**src/rtl/line_code_scanner_if.sv**
```systemverilog
// Load/commit handshake and scan outputs between a display-content source and the scanner.
// The source drives the master side; the scanner drives the slave side.
interface line_code_scanner_if #(
    parameter int NDIG = 4,
    parameter int IW   = $clog2(NDIG)
);
    logic            enable;
    logic            load_valid;
    logic            load_ready;
    logic [IW-1:0]   load_idx;
    logic [2:0]      load_code;
    logic            commit;
    logic            a;
    logic            b;
    logic            c;
    logic [NDIG-1:0] digen;
    logic            frame_tick;

    modport master (
        output enable, load_valid, load_idx, load_code, commit,
        input  load_ready, a, b, c, digen, frame_tick
    );

    modport slave (
        input  enable, load_valid, load_idx, load_code, commit,
        output load_ready, a, b, c, digen, frame_tick
    );
endinterface

```
**src/rtl/line_code_scanner.sv**
```systemverilog
// Double-buffered round-robin digit scanner with blanking gaps; all outputs registered (1-cycle latency).
// Loads are refused (load_ready=0) while a commit waits for the next frame boundary.
module line_code_scanner #(
    parameter int NDIG         = 4,
    parameter int DIG_CYCLES   = 1000,
    parameter int BLANK_CYCLES = 16
) (
    input logic             clk,
    input logic             rst,
    line_code_scanner_if.slave bus
);
    localparam int IW   = $clog2(NDIG);
    localparam int MAXC = (DIG_CYCLES > BLANK_CYCLES) ? DIG_CYCLES : BLANK_CYCLES;
    localparam int CW   = (MAXC > 1) ? $clog2(MAXC) : 1;

    typedef enum logic {BLANK, SHOW} state_t;

    state_t                 state_q, state_n;
    logic [CW-1:0]          cnt_q, cnt_n;
    logic [IW-1:0]          idx_q, idx_n;
    logic [NDIG-1:0][2:0]   front_q, front_n;
    logic [NDIG-1:0][2:0]   shadow_q, shadow_n;
    logic                   pending_q, pending_n;
    logic                   ready_q;
    logic [2:0]             abc_q, abc_n;
    logic [NDIG-1:0]        digen_q, digen_n;
    logic                   tick_q;
    logic                   boundary;
    logic                   apply;
    logic                   wr_acc;
    logic                   cm_acc;

    always_ff @(posedge clk or posedge rst) begin
        if (rst) begin
            state_q   <= BLANK;
            cnt_q     <= '0;
            idx_q     <= '0;
            front_q   <= '0;
            shadow_q  <= '0;
            pending_q <= 1'b0;
            ready_q   <= 1'b0;
            abc_q     <= '0;
            digen_q   <= '0;
            tick_q    <= 1'b0;
        end else begin
            state_q   <= state_n;
            cnt_q     <= cnt_n;
            idx_q     <= idx_n;
            front_q   <= front_n;
            shadow_q  <= shadow_n;
            pending_q <= pending_n;
            ready_q   <= ~pending_n;
            abc_q     <= abc_n;
            digen_q   <= digen_n;
            tick_q    <= boundary;
        end
    end

    always_comb begin
        state_n  = state_q;
        cnt_n    = cnt_q + 1'b1;
        idx_n    = idx_q;
        boundary = 1'b0;
        if (!bus.enable) begin
            state_n = BLANK;
            cnt_n   = '0;
            idx_n   = '0;
        end else if (state_q == BLANK) begin
            if (cnt_q == CW'(BLANK_CYCLES - 1)) begin
                state_n  = SHOW;
                cnt_n    = '0;
                boundary = (idx_q == '0);
            end
        end else if (cnt_q == CW'(DIG_CYCLES - 1)) begin
            state_n = BLANK;
            cnt_n   = '0;
            idx_n   = (idx_q == IW'(NDIG - 1)) ? '0 : idx_q + 1'b1;
        end
    end

    always_comb begin
        wr_acc    = bus.load_valid & ready_q;
        cm_acc    = bus.commit & ready_q;
        // A held commit lands at the frame boundary, or immediately while the scan is stopped.
        apply     = pending_q & (boundary | ~bus.enable);
        front_n   = apply ? shadow_q : front_q;
        pending_n = apply ? 1'b0 : (pending_q | cm_acc);
        shadow_n  = shadow_q;
        for (int i = 0; i < NDIG; i++) begin
            if (wr_acc && bus.load_idx == IW'(i)) begin
                shadow_n[i] = bus.load_code;
            end
        end
        digen_n = '0;
        abc_n   = '0;
        if (state_n == SHOW) begin
            digen_n = NDIG'(1) << idx_n;
            abc_n   = front_n[idx_n];
        end
    end

    assign bus.load_ready = ready_q;
    assign bus.a          = abc_q[2];
    assign bus.b          = abc_q[1];
    assign bus.c          = abc_q[0];
    assign bus.digen      = digen_q;
    assign bus.frame_tick = tick_q;
endmodule

```
**src/flat_wrapper.sv**
```systemverilog
// flat-port wrapper written by rule: the top's interface ports become plain ports
module line_code_scanner_flat 
#(
    parameter int NDIG         = 4,
    parameter int DIG_CYCLES   = 1000,
    parameter int BLANK_CYCLES = 16
)
  (clk, rst, bus_enable, bus_load_valid, bus_load_idx, bus_load_code, bus_commit, bus_load_ready, bus_a, bus_b, bus_c, bus_digen, bus_frame_tick);
  line_code_scanner_if #(.NDIG(NDIG)) bus_i ();
  input logic clk;
  input logic rst;
  input wire logic [$bits(bus_i.enable)-1:0] bus_enable;
  input wire logic [$bits(bus_i.load_valid)-1:0] bus_load_valid;
  input wire logic [$bits(bus_i.load_idx)-1:0] bus_load_idx;
  input wire logic [$bits(bus_i.load_code)-1:0] bus_load_code;
  input wire logic [$bits(bus_i.commit)-1:0] bus_commit;
  output wire logic [$bits(bus_i.load_ready)-1:0] bus_load_ready;
  output wire logic [$bits(bus_i.a)-1:0] bus_a;
  output wire logic [$bits(bus_i.b)-1:0] bus_b;
  output wire logic [$bits(bus_i.c)-1:0] bus_c;
  output wire logic [$bits(bus_i.digen)-1:0] bus_digen;
  output wire logic [$bits(bus_i.frame_tick)-1:0] bus_frame_tick;
  assign bus_i.enable = bus_enable;
  assign bus_i.load_valid = bus_load_valid;
  assign bus_i.load_idx = bus_load_idx;
  assign bus_i.load_code = bus_load_code;
  assign bus_i.commit = bus_commit;
  assign bus_load_ready = bus_i.load_ready;
  assign bus_a = bus_i.a;
  assign bus_b = bus_i.b;
  assign bus_c = bus_i.c;
  assign bus_digen = bus_i.digen;
  assign bus_frame_tick = bus_i.frame_tick;
  line_code_scanner #(.NDIG(NDIG), .DIG_CYCLES(DIG_CYCLES), .BLANK_CYCLES(BLANK_CYCLES)) u_core (.clk(clk), .rst(rst), .bus(bus_i));
endmodule
```
**config.mk**
```make
export PLATFORM = sky130hd
export DESIGN_NAME = line_code_scanner_flat
export DESIGN_NICKNAME = d
export VERILOG_FILES = /design/src/rtl/line_code_scanner_if.sv /design/src/rtl/line_code_scanner.sv /design/src/flat_wrapper.sv
export SDC_FILE = /design/constraint.sdc
export NUM_CORES = 1
export LEC_CHECK = 0
export BUFFER_PORTS_ARGS = -buffer_cell sky130_fd_sc_hd__buf_2
export CAP_MARGIN = 20
export CORE_MARGIN = 2
export CORE_UTILIZATION = 53
export DETAILED_ROUTE_END_ITERATION = 12
export PLACE_DENSITY = 0.76
export SLEW_MARGIN = 20
export SYNTH_ARGS = -nofsm -noshare
export SYNTH_HDL_FRONTEND = slang
export SYNTH_SLANG_ARGS = --single-unit
```
**constraint.sdc**
```tcl
create_clock -name clk -period 2.1 [get_ports clk]
set_input_delay 0.315 -clock clk [delete_from_list [all_inputs] [get_ports clk]]
set_output_delay 0.315 -clock clk [all_outputs]
set_load 0.05 [all_outputs]
```
==> impl_metrics.env <==
export IMPL_antenna_cells=0
export IMPL_power_frac_comb_pct=22.9
export IMPL_post_route_drc=0
export IMPL_detailedRoute_firstIterationViolations=93
export IMPL_min_path_type="in2async"
export IMPL_design_area_um2=2730
export IMPL_vias_after_detailed_routing=1779
export IMPL_net_switching_power_uw=727
export IMPL_power_clock_fraction_pct=23.6
export IMPL_seq_power_share_pct=53.5
export IMPL_dp_cells=302
export IMPL_tightestPinTransition_ps=650
export IMPL_clock_latency_of_the_later_clocked_register_in_the_worst_skew_pair_ps=300
export IMPL_critical_path_startpoint_type="register"
export IMPL_setup_tns_final_ps=0
export IMPL_timing_critical_path_fanout_max=7
export IMPL_crit_path_end_kind="register"
export IMPL_detail_route_vias_per_cell=5.72
export IMPL_syn_cell_area_um2=2290
export IMPL_netSwitchingFraction_pct=30.6
export IMPL_die_area_um2=4860
export IMPL_fin_crit_sh_pct=97.8
export IMPL_synth_async_reset_ratio_pct=100
export IMPL_remaining_antenna_violation_count=0
export IMPL_numPortBuffers=18
export IMPL_post_layout_total_power_mw=2.37
export IMPL_number_of_warnings_reported_in_the_yosys_synthesis_log=0
export IMPL_synth_seq_cells=47
export IMPL_finalCriticalPeriod_ps=2050
export IMPL_post_layout_nonfiller_instances=311
export IMPL_path_common_cell="sky130_fd_sc_hd__buf_4"
export IMPL_place_gp_congestion=0.889
export IMPL_cts_reportedPaths_clkPinSlew_ps=90
export IMPL_synth_largest_area_cell="sky130_fd_sc_hd__dfrtp_1"
export IMPL_grt_start_max_net_pins=32
export IMPL_synth_ff_type="sky130_fd_sc_hd__dfrtp_1"
export IMPL_synth_edff_count=0
export IMPL_grt_met3_usage_pct=4.51
export IMPL_initial_antenna_violation_count=0
export IMPL_critical_path_cell_list="or4_4 -> o41ai_4 -> buf_4 -> buf_4 -> nand3_1 -> a21bo_1 -> nand4_1"
export IMPL_area_growth_synth_to_final_pct=19.1
export IMPL_layout_cells_most_common="sky130_fd_sc_hd__dfrtp_1"
export IMPL_globalRouteMet2Util_pct=33.5
export IMPL_coreArea_um2=4090
export IMPL_timing_worst_setup_path_type="reg2reg"
export IMPL_placementRows=23
export IMPL_tritoncts_num_sinks=47
export IMPL_critical_path_max_stage_delay_ps=560
export IMPL_fmax_ghz=0.487
export IMPL_clock_tree_root_cell="sky130_fd_sc_hd__clkbuf_8"
export IMPL_nFillCells=318
export IMPL_final_nets=273
export IMPL_setup_viol=0
export IMPL_leftover_overflow_at_the_end_of_global_routing=0
export IMPL_worstPathRequired_ps=2330
export IMPL_sequential_area_share_after_synthesis_pct=51.4
export IMPL_max_clock_path_buffers=2
export IMPL_gr_max_usage_layer="met2"
export IMPL_synth_cell_type_count=40
export IMPL_fin_hold_ws_ps=101
export IMPL_detail_route_first_pass_iterations=4
export IMPL_number_of_cells_produced_by_synthesis=219
export IMPL_cts_made_buffers=5
export IMPL_layout_area_seq_um2=1180
export IMPL_synthTopCellsByArea="sky130_fd_sc_hd__dfrtp_1 (51%), sky130_fd_sc_hd__mux2_2 (5.9%), sky130_fd_sc_hd__a211oi_1 (3.9%), sky130_fd_sc_hd__inv_1 (3.3%), sky130_fd_sc_hd__nor2_1 (3.1%)"
export IMPL_die_width_um=69.7
export IMPL_routed_wire_length_per_instance_um=15.3
export IMPL_timing_clock_skew_ps=9.16
export IMPL_critical_path_slowest_cell="sky130_fd_sc_hd__or4_4"
export IMPL_wire_length_of_the_first_global_routing_pass_um=8300
export IMPL_ios=19
export IMPL_detailedPlacementHpwl_um=3650
export IMPL_drv_slew=0
export IMPL_status="complete, no violations"
export IMPL_dpl_instance_area_um2=2580
export IMPL_intPower_mw=1.65
export IMPL_drive_gt1_share_pct=27.6
export IMPL_area_of_the_multi_input_gates_um2=1060
export IMPL_vias_in_the_first_global_route=1792
export IMPL_initial_utilization_pct=56.0
export IMPL_place_ws_ps=-132
export IMPL_synthDominantCellAreaShare_pct=51.4
export IMPL_timing_max_cap_violations=0
export IMPL_grt_setup_unrepaired="yes"
export IMPL_cellLeakagePower_nw=1.29
export IMPL_die_h_um=69.7
export IMPL_route_final_wire_length_um=4760
export IMPL_htreeDepth=2
export IMPL_timing_hold_violations_final=0
export IMPL_post_syn_nets=232
export IMPL_cp_arrival_ps=2290
export IMPL_fin_util_pct=66.7
export IMPL_relSlewSlack_pct=56.6
export IMPL_layout_common_cells="sky130_fd_sc_hd__dfrtp_1 (47), sky130_fd_sc_hd__buf_4 (20), sky130_fd_sc_hd__nor2_1 (19), sky130_fd_sc_hd__inv_1 (19), sky130_fd_sc_hd__buf_2 (18)"
export IMPL_p_per_area_nw_per_um2=870
export IMPL_irDropWorstVdd_mv=0.511
export IMPL_tritoncts="built"
export IMPL_syn_area_per_cell_um2=10.5
export IMPL_post_route_worst_setup_slack_ps=47.2
export IMPL_all_layer_global_routing_usage_pct=21.6
export IMPL_grt_util_met1_pct=30.6
## flip-flops by register name, summed over array words and instances (netlist names)
register,flops
u_core.cnt_q,10
u_core.bus.load_ready,1
u_core.pending_q,1
u_core.state_q,1
u_core.shadow_q,12
u_core.front_q,12
u_core.bus.digen,4
u_core.bus.frame_tick,1
u_core.idx_q,2
u_core.abc_q,3
## layout make-up
type | count | share of cell area [%]
repair buffers | 39 | 9.54
clock inverters | 1 | 0.321
inverters | 20 | 2.75
clock buffers | 7 | 3.17
flip-flops and latches | 47 | 43.1
multi-input cells | 147 | 38.8
well taps | 50 | 2.29
## power groups by stage
| stage | clock network, mW | registers, mW | logic (mW) |
|---|---|---|---|
| after CTS | 0.573 | 1.26 | 0.533 |
| after floorplan | 0 | 1.25 | 0.396 |
| after detailed placement | 0 | 1.28 | 0.529 |
| after global routing | 0.602 | 1.30 | 0.624 |
| after global placement | 0 | 1.27 | 0.510 |
| final | 0.560 | 1.27 | 0.543 |
## kinds of logic (layout without fill, tap and decap cells)
logic type      after synthesis  in the layout  share of synthesized area (%)
mux                          13             13                           6.34
buf+inv                      25             67                           4.43
compound gates               46             46                           15.4
simple gates                 78             78                           18.1
flops                        47             47                           51.4
fa+ha+maj                     3              3                           1.64
xor+xnor                      7              7                           2.68
## path summary, 6_finish.rpt
kind / from / to / slack, ps / depth (start not counted)
max in group asynchronous: rst / u_core.abc_q[0]$_DFF_PP0_ / 1410 / 3
min in group clk: bus_load_code[0] / u_core.shadow_q[6]$_DFFE_PP0P_ / 300 / 2
worst min register to register: u_core.cnt_q[0]$_DFF_PP0_ / u_core.cnt_q[0]$_DFF_PP0_ / 460 / 1
worst min-delay path: rst / u_core.shadow_q[6]$_DFFE_PP0P_ / 100 / 2
worst max-delay path: u_core.cnt_q[9]$_DFF_PP0_ / u_core.abc_q[0]$_DFF_PP0_ / 50 / 7
worst max register to register: u_core.cnt_q[9]$_DFF_PP0_ / u_core.abc_q[0]$_DFF_PP0_ / 50 / 7
## cells in the mapped netlist, types with 2 or more instances
cell,count
sky130_fd_sc_hd__dfrtp_1,47
sky130_fd_sc_hd__inv_1,20
sky130_fd_sc_hd__nor2_1,19
sky130_fd_sc_hd__nand2_1,16
sky130_fd_sc_hd__a211oi_1,12
sky130_fd_sc_hd__mux2_2,12
sky130_fd_sc_hd__and3_1,9
sky130_fd_sc_hd__o211ai_1,9
sky130_fd_sc_hd__o21ai_1,7
sky130_fd_sc_hd__xnor2_1,7
sky130_fd_sc_hd__nand4_1,6
sky130_fd_sc_hd__nand3_1,5
sky130_fd_sc_hd__nor3_1,5
sky130_fd_sc_hd__and2_1,4
sky130_fd_sc_hd__o21ai_0,4
sky130_fd_sc_hd__a21bo_1,3
sky130_fd_sc_hd__a21boi_1,3
sky130_fd_sc_hd__clkbuf_1,3
sky130_fd_sc_hd__ha_1,3
sky130_fd_sc_hd__or2_1,3
sky130_fd_sc_hd__and4_1,2
sky130_fd_sc_hd__nor4_1,2
## critical path, delay by kind of cell, from the launching register on
family                 cells  cell delay (ps)
and+or+nand+nor            3              740
AOI/OAI and AO/OA          2              510
DFF                        1              410
buffers and inverters      2              330
## per-layer routing
layer | vias up | wire (µm)
li1 | 866 | -
met4 | 0 | 75
met1 | 858 | 2370
met3 | 8 | 173
met2 | 47 | 2140
met5 | - | 0
## repair_timing
action | CTS | global route
setup buffers | 0 | 1
pin swaps | 1 | 5
resized for setup | 3 | 8
setup endpoints to repair | 9 | 9
hold buffers | 0 | 0
Note: power is estimated with default switching activity, not from simulation.
